===== config.mk =====
export PLATFORM = sky130hd
export DESIGN_NAME = jpeg_stream_feeder
export DESIGN_NICKNAME = d
export VERILOG_FILES = /design/src/rtl/jpeg_stream_feeder.sv
export SDC_FILE = /design/constraint.sdc
export NUM_CORES = 1
export LEC_CHECK = 0
export ABC_AREA = 1
export BUFFER_PORTS_ARGS = -buffer_cell sky130_fd_sc_hd__clkbuf_2
export CAP_MARGIN = 40
export CORE_MARGIN = 10
export CORE_UTILIZATION = 35
export DETAILED_ROUTE_END_ITERATION = 10
export PLACE_DENSITY = 0.59
export RECOVER_POWER = 25
export SYNTH_ARGS = -nofsm -noshare
export SYNTH_HDL_FRONTEND = slang
export SYNTH_SLANG_ARGS = --single-unit

===== constraint.sdc =====
create_clock -name clk_in -period 5.3 [get_ports clk_in]
set_input_delay 1.06 -clock clk_in [delete_from_list [all_inputs] [get_ports clk_in]]
set_output_delay 1.06 -clock clk_in [all_outputs]
set_load 0.01 [all_outputs]

===== src/rtl/jpeg_stream_feeder.sv =====
// Purpose : JPEG scan-byte front end: unstuffs FF 00, intercepts markers, serialises bytes MSB-first, counts decoded blocks.
// Latency : byte accepted in cycle N drives bit 7 in cycle N+1 and bit 0 in N+8; marker/done pulses are registered (+1 cycle).
// Backpres: byte_ready_out comes only from registered state (LOAD, FF_CHECK, last bit of SHIFT); DRAIN and IDLE stall input.
//
// Ports:
//   clk_in, rst_n_in                 clock, async active-low reset
//   start_in                         begin a frame (IDLE only)
//   byte_in/byte_valid_in/byte_ready_out   scan byte valid/ready input
//   serial_out/serial_valid_out      one bit per cycle to the decoder
//   row_valid_in                     decoder row strobe (8 rows = 1 block)
//   marker_out/marker_valid_out      last intercepted marker code + pulse
//   block_count_out                  blocks completed this frame (saturating)
//   busy_out, frame_done_out, error_out   status
//
// Optional feature: define FEEDER_WATCHDOG_EN to bound the time spent in DRAIN by DRAIN_TIMEOUT cycles.
module jpeg_stream_feeder #(
  parameter int BLOCKS_PER_FRAME = 4800,
  parameter int DRAIN_TIMEOUT    = 65535
) (
  input  logic        clk_in,
  input  logic        rst_n_in,
  input  logic        start_in,
  input  logic [7:0]  byte_in,
  input  logic        byte_valid_in,
  output logic        byte_ready_out,
  output logic        serial_out,
  output logic        serial_valid_out,
  input  logic        row_valid_in,
  output logic [7:0]  marker_out,
  output logic        marker_valid_out,
  output logic [15:0] block_count_out,
  output logic        busy_out,
  output logic        frame_done_out,
  output logic        error_out
);

  localparam logic [2:0] S_IDLE  = 3'd0;
  localparam logic [2:0] S_LOAD  = 3'd1;
  localparam logic [2:0] S_SHIFT = 3'd2;
  localparam logic [2:0] S_FF    = 3'd3;
  localparam logic [2:0] S_DRAIN = 3'd4;

  // 17-bit so a block count of 0xFFFF can still be compared against the target.
  localparam logic [16:0] BPF17    = 17'(BLOCKS_PER_FRAME);
  localparam logic [15:0] WD_LIMIT = 16'(DRAIN_TIMEOUT);

  logic [2:0]  state_q, state_d;
  logic [7:0]  shreg_q, shreg_d;
  logic [2:0]  idx_q, idx_d;
  logic [2:0]  row_q, row_d;
  logic [15:0] blk_q, blk_d;
  logic        err_q, err_d;
  logic [7:0]  marker_q, marker_d;
  logic        mvld_q, mvld_d;
  logic        done_q, done_d;
  logic        accept;

`ifdef FEEDER_WATCHDOG_EN
  logic [15:0] wd_q, wd_d;
`else
  // DRAIN_TIMEOUT only matters when the watchdog is built in.
  logic unused_wd_limit;
  assign unused_wd_limit = ^WD_LIMIT;
`endif

  assign byte_ready_out   = (state_q == S_LOAD) || (state_q == S_FF) ||
                            ((state_q == S_SHIFT) && (idx_q == 3'd0));
  assign accept           = byte_valid_in && byte_ready_out;
  // Gated so the serial line idles low outside SHIFT.
  assign serial_out       = (state_q == S_SHIFT) && shreg_q[idx_q];
  assign serial_valid_out = (state_q == S_SHIFT);
  assign marker_out       = marker_q;
  assign marker_valid_out = mvld_q;
  assign block_count_out  = blk_q;
  assign busy_out         = (state_q != S_IDLE);
  assign frame_done_out   = done_q;
  assign error_out        = err_q;

  always_comb begin
    state_d  = state_q;
    shreg_d  = shreg_q;
    idx_d    = idx_q;
    row_d    = row_q;
    blk_d    = blk_q;
    err_d    = err_q;
    marker_d = marker_q;
    mvld_d   = 1'b0;
    done_d   = 1'b0;
`ifdef FEEDER_WATCHDOG_EN
    wd_d     = 16'd0;
`endif

    // Row/block accounting runs in every active state; blk_d is the
    // post-increment count so DRAIN sees a same-cycle block completion.
    if (state_q != S_IDLE && row_valid_in) begin
      row_d = row_q + 3'd1;
      if (row_q == 3'd7) begin
        if (blk_q != 16'hFFFF) blk_d = blk_q + 16'd1;
        if ({1'b0, blk_q} >= BPF17) err_d = 1'b1;
      end
    end

    unique case (state_q)
      S_IDLE: begin
        if (start_in) begin
          state_d = S_LOAD;
          blk_d   = 16'd0;
          row_d   = 3'd0;
          err_d   = 1'b0;
        end
      end

      S_LOAD, S_SHIFT: begin
        if (state_q == S_SHIFT && idx_q != 3'd0) begin
          idx_d = idx_q - 3'd1;
        end else if (accept) begin
          if (byte_in != 8'hFF) begin
            shreg_d = byte_in;
            idx_d   = 3'd7;
            state_d = S_SHIFT;
          end else begin
            state_d = S_FF;
          end
        end else begin
          state_d = S_LOAD;
        end
      end

      S_FF: begin
        if (accept) begin
          if (byte_in == 8'h00) begin
            // Stuffed data byte: the FF itself is payload.
            shreg_d = 8'hFF;
            idx_d   = 3'd7;
            state_d = S_SHIFT;
          end else if (byte_in == 8'hFF) begin
            state_d = S_FF;
          end else if (byte_in[7:3] == 5'b11010) begin
            marker_d = byte_in;
            mvld_d   = 1'b1;
            state_d  = S_LOAD;
          end else if (byte_in == 8'hD9) begin
            marker_d = byte_in;
            mvld_d   = 1'b1;
            state_d  = S_DRAIN;
          end else begin
            marker_d = byte_in;
            mvld_d   = 1'b1;
            err_d    = 1'b1;
            state_d  = S_IDLE;
          end
        end
      end

      S_DRAIN: begin
        if ({1'b0, blk_d} == BPF17) begin
          done_d  = 1'b1;
          state_d = S_IDLE;
        end else begin
`ifdef FEEDER_WATCHDOG_EN
          wd_d = wd_q + 16'd1;
          if (wd_d == WD_LIMIT) begin
            err_d   = 1'b1;
            done_d  = 1'b1;
            state_d = S_IDLE;
          end
`endif
        end
      end

      default: state_d = S_IDLE;
    endcase
  end

  always_ff @(posedge clk_in or negedge rst_n_in) begin
    if (!rst_n_in) begin
      state_q  <= S_IDLE;
      shreg_q  <= 8'h00;
      idx_q    <= 3'd0;
      row_q    <= 3'd0;
      blk_q    <= 16'd0;
      err_q    <= 1'b0;
      marker_q <= 8'h00;
      mvld_q   <= 1'b0;
      done_q   <= 1'b0;
`ifdef FEEDER_WATCHDOG_EN
      wd_q     <= 16'd0;
`endif
    end else begin
      state_q  <= state_d;
      shreg_q  <= shreg_d;
      idx_q    <= idx_d;
      row_q    <= row_d;
      blk_q    <= blk_d;
      err_q    <= err_d;
      marker_q <= marker_d;
      mvld_q   <= mvld_d;
      done_q   <= done_d;
`ifdef FEEDER_WATCHDOG_EN
      wd_q     <= wd_d;
`endif
    end
  end

endmodule


-- Word-level counts from Yosys, hierarchy flattened
Index checks and enable logic that the tools add are counted.
- flip-flop bits (word level): 44
- output and inout bits: 31
- logic and storage cells: 103
- add/sub/neg operators: 3
- $lt $le $gt $ge: 2
- equal/unequal tests: 20
- multiplexer cells: 49
- bitwise logic cells: 2
- reductions and logical operators: 18
- operators with widths (cell ; number):
    2-to-1 mux 16 bit ; 5
    2-to-1 mux 3 bit ; 17
    2-to-1 mux 8 bit ; 5
    2-to-1 mux 1 bit ; 17
    adder 16 x 1 -> 16 bit (second input constant) ; 1
    == test 16 x 13 -> 1 bit (second input constant) ; 1
    == test 8 bit (second input constant) ; 2
    greater-or-equal comparator 16 x 13 -> 1 bit (second input constant) ; 1
    != test 16 bit (second input constant) ; 1
    one-hot mux 8 bit (2 select lines) ; 1
    != test 2 bit (second input constant) ; 6
    one-hot mux 3 bit (4 select lines) ; 1
    zero test 8 bit ; 1
    != test 8 bit (second input constant) ; 1
    AND reduction 4 bit ; 2
    == test 3 x 2 -> 1 bit (second input constant) ; 2
    == test 3 bit (second input constant) ; 2
    zero test 3 bit ; 2
    != test 3 bit (second input constant) ; 2
    one-hot mux 3 bit (2 select lines) ; 1
    AND reduction 6 bit ; 1
    nonzero test 3 bit ; 2
    == test 5 bit (second input constant) ; 1
    logical AND 1 bit ; 5
    12 further kinds ; 14

-- Logic depth before layout (Yosys ltp)
Gate-level depths: netlist of run 1.
- depth after elaboration: 10
- depth in mapped cells: 16
- depth with buffers taken out: 16

-- Worst setup path after synthesis of run 1
No wires, ideal clock.
- kind: input -> register
- start: input port byte_in[5]
- end: register shreg_q[7]
- data arrival time: 2.102 ns
- data required time: 5.223 ns
- slack: 3.121 ns
- stages: 8
- buffers on the path: 1
- cells stage by stage: nor4_1 nand2_1 nand2_1 nand4_2 nor2_4 buf_6 nor2_1 a21oi_1
- word-level cells in the longest chain between the ends: 3
- elaborated cells between the ends (all ways): 5
- those cells by class: eq/ne: 3; reduce/logical: 2
- ends and longest elaborated chain (item ; RTL line ; RTL):
    start: declaration ; 23 ; input logic [7:0] byte_in,
    != test 8 bit or zero test 8 bit (tied branches) ; 117, 131 ;
    != test 2 bit (no line) or != test 2 x 1 -> 1 bit (tied branches) ; -- ;
    AND reduction 6 bit (no line) (*) ; -- ;
    end signal: assignment ; 191 ; shreg_q <= shreg_d;
    end: declaration ; 48 ; logic [7:0] shreg_q, shreg_d;
Every way passes the cells marked *; elsewhere a longest branch is shown, timed or not.
A chain may end at the register's enable or synchronous reset.

==> results by group, run 1 <==
Status
  • Status: complete, but fails checks
  • Violated checks: capacitance limit, slew limit

Detailed routing
  • DR DRC count: 0
  • Final WL: approximately 6600 um
  • Initial DRC Count: between 100 and 150
  • Via/cell ratio: 4.76
  • Routed WL per cell: 12.6 um
  • Total iterations of the first detailed-routing run: 5
  • Vias after detailed routing: 2487
  • ANT nets after route: 0

Hold path
  • Worst Hold Class: flop to flop

Synth
  • Syn avg cell area: about 7 um2
  • Most instantiated cells after synthesis: nand2_1, inv_1, nor2_1, dfrtp_1, nand3_1
  • Post-synthesis register bit count: 44
  • Dominant cell type by area after synthesis: dfrtp_1
  • Most numerous cell in the Yosys netlist: nand2_1
  • Yosys Warn Count: 0
  • Top cell type's share of synthesized area: 0.411
  • Post-synth EDFFs: 0
  • FFs w/ async S/R, synth: 1.00
  • Syn nets: between 300 and 400
  • Synth top area cells: dfrtp_1, nand2_1, inv_1
  • Mapped Area: 2680 um2
  • Cell count after synthesis: 375
  • Primary FF master, synth: dfrtp_1
  • Part of the Yosys area used for sequential elements: 0.411
  • Synth unique cells: 32

Layout
  • Area Growth Syn to Fin: 15.1%
  • Share of layout cells above drive strength 1: 0.177
  • Non-filler cells, final: 522
  • Ant. Diodes: 0
  • FILL cells: roughly 770
  • Final net count: 441

Global routing
  • Total Routing Usage GR: 0.115
  • Largest net degree at the start of global routing: 45
  • First-pass GRT wire length: approximately 11000 um
  • Antenna violations before repair: 0
  • Vias in the first global route: 2322
  • Total grt overflow: 0

Setup path
  • R2R Setup Slk: approximately 3.0 ns
  • Worst Path Max Fanout: 44
  • CP bufs+invs: 2
  • Crit path arrival time: 2.85 ns
  • CP max stage delay: 1.71 ns
  • CP max-delay cell: clkbuf_1
  • Critical path class: input port to async pin
  • Critical Path Source Type: input port
  • Family with the most delay on the worst path: buffers and inverters
  • Critical-path cell list: clkbuf_2 > clkbuf_1
  • CP required: 5.21 ns
  • Worst Setup End Kind: async pin

Job
  • Max-Cap Viols: 1

Floorplanning
  • Site Rows: 31
  • Die H: 107 um
  • Core Region: 7330 um2
  • Initial Util: 0.365
  • Die area: 11500 um2
  • I/O pin total: 44
  • Die X-Extent: 107 um

STA
  • Endpoints failing hold: 0
  • Final setup violating endpoints: 0
  • Fin. max-slew vios: 45
  • Slew at the pin closest to its max-slew limit: 2.41 ns
  • Post-route setup TNS: 0 ns
  • Post-layout min period: 2.94 ns
  • Worst-case clock skew: 0.0140 ns
  • F_max: 340 MHz
  • RSZ-0062 raised after global routing: false
  • Slew Limit Headroom: -0.604
  • Fin crit share: 0.556

Placement
  • Detailed placer's ending HPWL: 5130 um
  • Buffers on Ports: 43
  • Final GP Congestion: about 0.86
  • Placed instance count: 514

Clocking
  • Clock sinks: 44
  • CTS max path bufs: 2
  • Setup bufs post-CTS: 0
  • Hold Buf Count CTS: 0
  • Worst-path clk slew: approximately 0.080 ns
  • Post_cts resized: 0
  • Skew-Pair Late Insertion Delay: 0.31 ns
  • Htree depth: 2
  • CTS buffer count: 5
  • Clock Tree Root: clkbuf_8
  • CTS tree: done

Power
  • Max IR drop VDD: 0.000207 V
  • Leakage power: 0.00160 uW
  • PD cells: 385 nW/um2
[where the power goes]
group | total [uW] | switching [uW] | internal (uW)
Clock | 225 | 119 | 106
Sequential | 489 | 57.0 | 432
Combinational | 472 | 308 | 164
Total | 1190 | 484 | 702
[state kept, by name, indices dropped and copies added, names as in the netlist]
name and flops:
frame_done_out 1, error_out 1, row_q 3, block_count_out 16
marker_out 8, shreg_q 8, idx_q 3, state_q 3
marker_valid_out 1
[final timing paths]
path,to,startpoint,cells after the start
setup / recovery,state_q[0],rst_n_in,2
hold / removal,marker_out[2],marker_out[2],2
setup reg to reg,state_q[1],block_count_out[0],13
hold reg to reg,marker_out[2],marker_out[2],2
max in group clk_in,serial_out,idx_q[0],7
min in group asynchronous,block_count_out[10],rst_n_in,2
[cells in the final DEF, fill, tap and decap left out]
master / netlist / routed
nand4_1: 8 / 8
ha_1: 6 / 6
nand3_2: 2 / 2
a21oi_1: 19 / 19
clkbuf_2: 0 / 43
nand2_1: 104 / 104
buf_4: 1 / 1
inv_2: 4 / 4
a31oi_1: 1 / 1
nand2_2: 2 / 2
nor2_2: 6 / 5
o221ai_1: 1 / 1
a22oi_1: 1 / 1
nor4_1: 2 / 2
nor2_4: 2 / 2
a32oi_1: 1 / 1
nand2_4: 2 / 2
or2_2: 1 / 1
clkbuf_1: 2 / 2
nor3_2: 2 / 2
nand3_4: 1 / 1
inv_1: 54 / 54
o21ai_0: 20 / 20
clkinvlp_4: 0 / 1
dfrtp_1: 44 / 44
nand3b_1: 3 / 3
nand4_2: 1 / 1
xor2_1: 1 / 1
clkbuf_8: 0 / 6
a21oi_2: 1 / 1
o22ai_2: 1 / 1
nor3_1: 8 / 8
nor2_1: 47 / 48
nand3_1: 25 / 25
[routing by layer]
layer / wire [um] / vias up / GRT usage
li1: - / 1285 / -
met1: 3090 / 1150 / 0.142
met2: 3010 / 44 / 0.188
met3: 394 / 8 / 0.0401
met4: 82 / 0 / 0.0324
met5: 0 / - / 0
[area by class of cell]
| class | instances | area [um2] | share of cell area |
|---|---|---|---|
| repair buffers | 45 | 226 | 0.0735 |
| multi-input cells | 268 | 1320 | 0.428 |
| flip-flops and latches | 44 | 1100 | 0.357 |
| clock inverters | 1 | 7.51 | 0.00244 |
| well taps | 99 | 124 | 0.0402 |
| clock buffers | 7 | 86.3 | 0.0280 |
| inverters | 58 | 218 | 0.0707 |
[metrics by stage]
step,setup WS [ns],hold WS (ns),cell area (um2),util,total power [uW]
3_3_place_gp,2.83,0.459,2990,0.408,969
4_1_cts,2.63,0.488,3090,0.421,1210
6_report,2.36,0.484,3080,0.420,1190
5_1_grt,1.85,0.508,3080,0.420,1290
2_1_floorplan,3.12,0.475,2680,-,831
3_5_place_dp,2.75,0.462,2990,0.408,975
[kinds of logic after synthesis]
kind of cell	count (synthesis)	synth area share
AND/OR/NAND/NOR	216	0.369
buffers and inverters	63	0.0954
AO/OA/AOI/OAI	45	0.0926
flip-flops	44	0.411
adder cells (fa/ha/maj)	6	0.0280
XOR/XNOR	1	0.00327
Note: power is estimated with default switching activity, not from simulation.
==> run 2, diff against run 1 <==
--- a/config.mk
+++ b/config.mk
@@ -11,7 +11,7 @@
 export CORE_MARGIN = 10
 export CORE_UTILIZATION = 35
 export DETAILED_ROUTE_END_ITERATION = 10
-export PLACE_DENSITY = 0.59
+export PLACE_DENSITY = 0.61
 export RECOVER_POWER = 25
 export SYNTH_ARGS = -nofsm -noshare
 export SYNTH_HDL_FRONTEND = slang
==> constraint.sdc (replaced) <==
create_clock -name clk_in -period 2.7 [get_ports clk_in]
set_input_delay 0.54 -clock clk_in [delete_from_list [all_inputs] [get_ports clk_in]]
set_output_delay 0.54 -clock clk_in [all_outputs]
set_load 0.01 [all_outputs]
==> run 2 against run 1 <==
  * The run still ends with capacitance limit, slew limit left
  * Clock-buffer cell count down 2
  * Combinational power up 97%
  * Cell count is 0.19% higher
  * Routed wire length rose by 3.5%
  * Die area is the same
  * Sequential share of layout area fell by 0.30 points
  * Worst setup slack worse by 1.9 ns
  * Sequential power up 97%
  * Worst hold slack worse by 0.0068 ns
  * Clock power rose by 130%
  * Critical path type is now flop to flop
  * Critical endpoint is now state_q[1]
==> results by group, run 2 (same netlist as run 1, synthesis figures left out) <==
Status
  • Status: complete, but fails checks (unchanged)
  • Violated checks: capacitance limit, slew limit (unchanged)

Layout
  • Register area: 1100 um2 (unchanged)
  • Most common cell after layout, fill and taps aside: nand2_1 (unchanged)
  • Ant. Diodes: 0 (unchanged)
  • Final core utilization: 0.424 (was 0.420)
  • Area Growth Syn to Fin: 16.1% (was 15.1%)
  • Most frequent cells in the layout: nand2_1, inv_1, nor2_1, dfrtp_1, clkbuf_2 (unchanged)
  • FILL cells: 776 (was 765)
  • Share of layout cells above drive strength 1: 0.179 (was 0.177)
  • Largest register FFs: 16 (unchanged)
  • Multi-input logic area: 1320 um2 (about the same)
  • Final net count: 442 (was 441)

Clocking
  • Clock sinks: 44 (unchanged)
  • Post_cts resized: 0 (unchanged)
  • CTS tree: done (unchanged)
  • Skew-Pair Late Insertion Delay: 0.30 ns (was 0.31 ns)
  • Htree depth: 2 (unchanged)
  • CTS buffer count: 5 (unchanged)
  • Setup bufs post-CTS: 0 (unchanged)
  • Clock Tree Root: clkbuf_8 (unchanged)
  • Hold Buf Count CTS: 0 (unchanged)
  • Worst-path clk slew: 0.09 ns (was 0.08 ns)
  • CTS max path bufs: 2 (unchanged)

Setup path
  • Critical Path Source Type: flop (was input port)
  • CP required: 2.95 ns (was 5.21 ns)
  • Critical path class: flop to flop (was input port to async pin)
  • CP max-delay cell: dfrtp_1 (was clkbuf_1)
  • Critical-path cell list: ha_1 > nand3_1 > nor2_1 > nand3_2 > nand3_1 > nand2_1 > nor2_1 > nand2_1 > nor2_1 > nand2_1 > nand2_2 > nand3_1 > nand2_1 (was clkbuf_2 > clkbuf_1)
  • CP bufs+invs: 0 (was 2)
  • Worst Setup End Kind: flop (was async pin)
  • Worst Path Max Fanout: 23 (was 44)
  • Crit path arrival time: 2.51 ns (was 2.85 ns)
  • Family with the most delay on the worst path: simple AND/OR/NAND/NOR gates (was buffers and inverters)
  • CP max stage delay: 0.42 ns (was 1.71 ns)
  • Most frequent CP cell: nand2_1

Job
  • Max-Cap Viols: 1 (unchanged)

Detailed routing
  • Routed WL per cell: 13.0 um (was 12.6 um)
  • Initial DRC Count: 79 (was 101)
  • Vias after detailed routing: 2476 (was 2487)
  • ANT nets after route: 0 (unchanged)
  • Via/cell ratio: 4.73 (was 4.76)
  • Final WL: 6810 um (was 6570 um)
  • DR DRC count: 0 (unchanged)
  • Total iterations of the first detailed-routing run: 4 (was 5)

Global routing
  • Antenna violations before repair: 0 (unchanged)
  • Vias in the first global route: 2428 (was 2322)
  • Largest net degree at the start of global routing: 28 (was 45)
  • Total Routing Usage GR: 0.121 (was 0.115)
  • First-pass GRT wire length: 11500 um (was 10900 um)
  • Total grt overflow: 0 (unchanged)

Placement
  • Buffers on Ports: 43 (unchanged)
  • Detailed placer's ending HPWL: 5400 um (was 5130 um)
  • Final GP Congestion: 0.887 (was 0.860)

Floorplanning
  • Initial Util: 0.365 (unchanged)
  • I/O pin total: 44 (unchanged)
  • Site Rows: 31 (unchanged)
  • Die area: 11500 um2 (unchanged)
  • Die X-Extent: 107 um (unchanged)
  • Core Region: 7330 um2 (unchanged)
  • Die H: 107 um (unchanged)

STA
  • Fin crit share: 0.839
  • F_max: ~440 MHz
  • Slew Limit Headroom: -0.0105 (was -0.604)
  • Post-layout min period: 2.26 ns
  • Endpoints failing hold: 0 (unchanged)
  • Post-route setup TNS: 0 ns (unchanged)
  • Final setup violating endpoints: 0 (unchanged)
  • Slew at the pin closest to its max-slew limit: 1.52 ns (was 2.41 ns)
  • RSZ-0062 raised after global routing: false (unchanged)
  • Worst-case clock skew: 0.00921 ns (was 0.0140 ns)
  • Fin. max-slew vios: 28 (was 45)

Power
  • Max IR drop VDD: 0.000458 V (was 0.000207 V)
  • PD cells: 779 nW/um2 (was 385 nW/um2)
  • Power after layout: 2420 uW (was 1190 uW)
  • Leakage power: 0.00161 uW (was 0.00160 uW)

Hold path
  • Worst Hold Class: input port to async pin (was flop to flop)
==> run 2: cell count changes in the layout (fill, tap and decap cells not counted), sizes merged <==
cell	change
inv	+1
bufinv	+1
clkbuf	-1
==> run 2: worst register-to-register path: stages (launching register included) <==
cell and delay, ns:
dfrtp_1 0.42, ha_1 0.22, nand3_1 0.14, nor2_1 0.15
nand3_2 0.35, nand3_1 0.23, nand2_1 0.07, nor2_1 0.17
nand2_1 0.08, nor2_1 0.12, nand2_1 0.07, nand2_2 0.08
nand3_1 0.07, nand2_1 0.06
==> run 2: report_power, final <==
group          switching [uW]  internal, uW  leakage [uW]
Clock                     248           279     0.0000548
Sequential                115           848      0.000566
Combinational             607           324      0.000985
==> run 2: cell type report <==
class	count	area share
Clock inverter	3	0.0149
Timing Repair Buffer	46	0.0737
Multi-Input combinational cell	268	0.425
Inverter	58	0.0701
Sequential cell	44	0.354
Clock buffer	5	0.0222
Tap cell	99	0.0399
==> run 2: final timing paths <==
check / startpoint / end / slack [ns] / depth (start not counted)
max in group asynchronous: rst_n_in / marker_out[2] / 1.11 / 2
hold reg to reg: marker_out[0] / marker_out[0] / 0.48 / 2
setup / recovery: block_count_out[0] / state_q[1] / 0.44 / 13
hold / removal: rst_n_in / block_count_out[14] / 0.48 / 2
setup reg to reg: block_count_out[0] / state_q[1] / 0.44 / 13
min in group clk_in: marker_out[0] / marker_out[0] / 0.48 / 2
==> run 2: through the flow <==
step,hold WS [ns],area [um2],instances,setup WS (ns)
after floorplan,0.244,2680,375,0.801
after global placement,0.458,3000,515,0.514
after detailed placement,0.460,3000,515,0.431
after CTS,0.190,3120,523,0.428
after global routing,0.498,3110,523,0.174
final,0.477,3110,523,0.436
==> run 2: metal layers <==
metal / up-vias / global-route usage / routed length (um)
li1: 1285 / - / -
met1: 1127 / 0.145 / 3030
met2: 53 / 0.200 / 3210
met3: 11 / 0.0389 / 440
met4: 0 / 0.0391 / 123
met5: - / 0 / 0
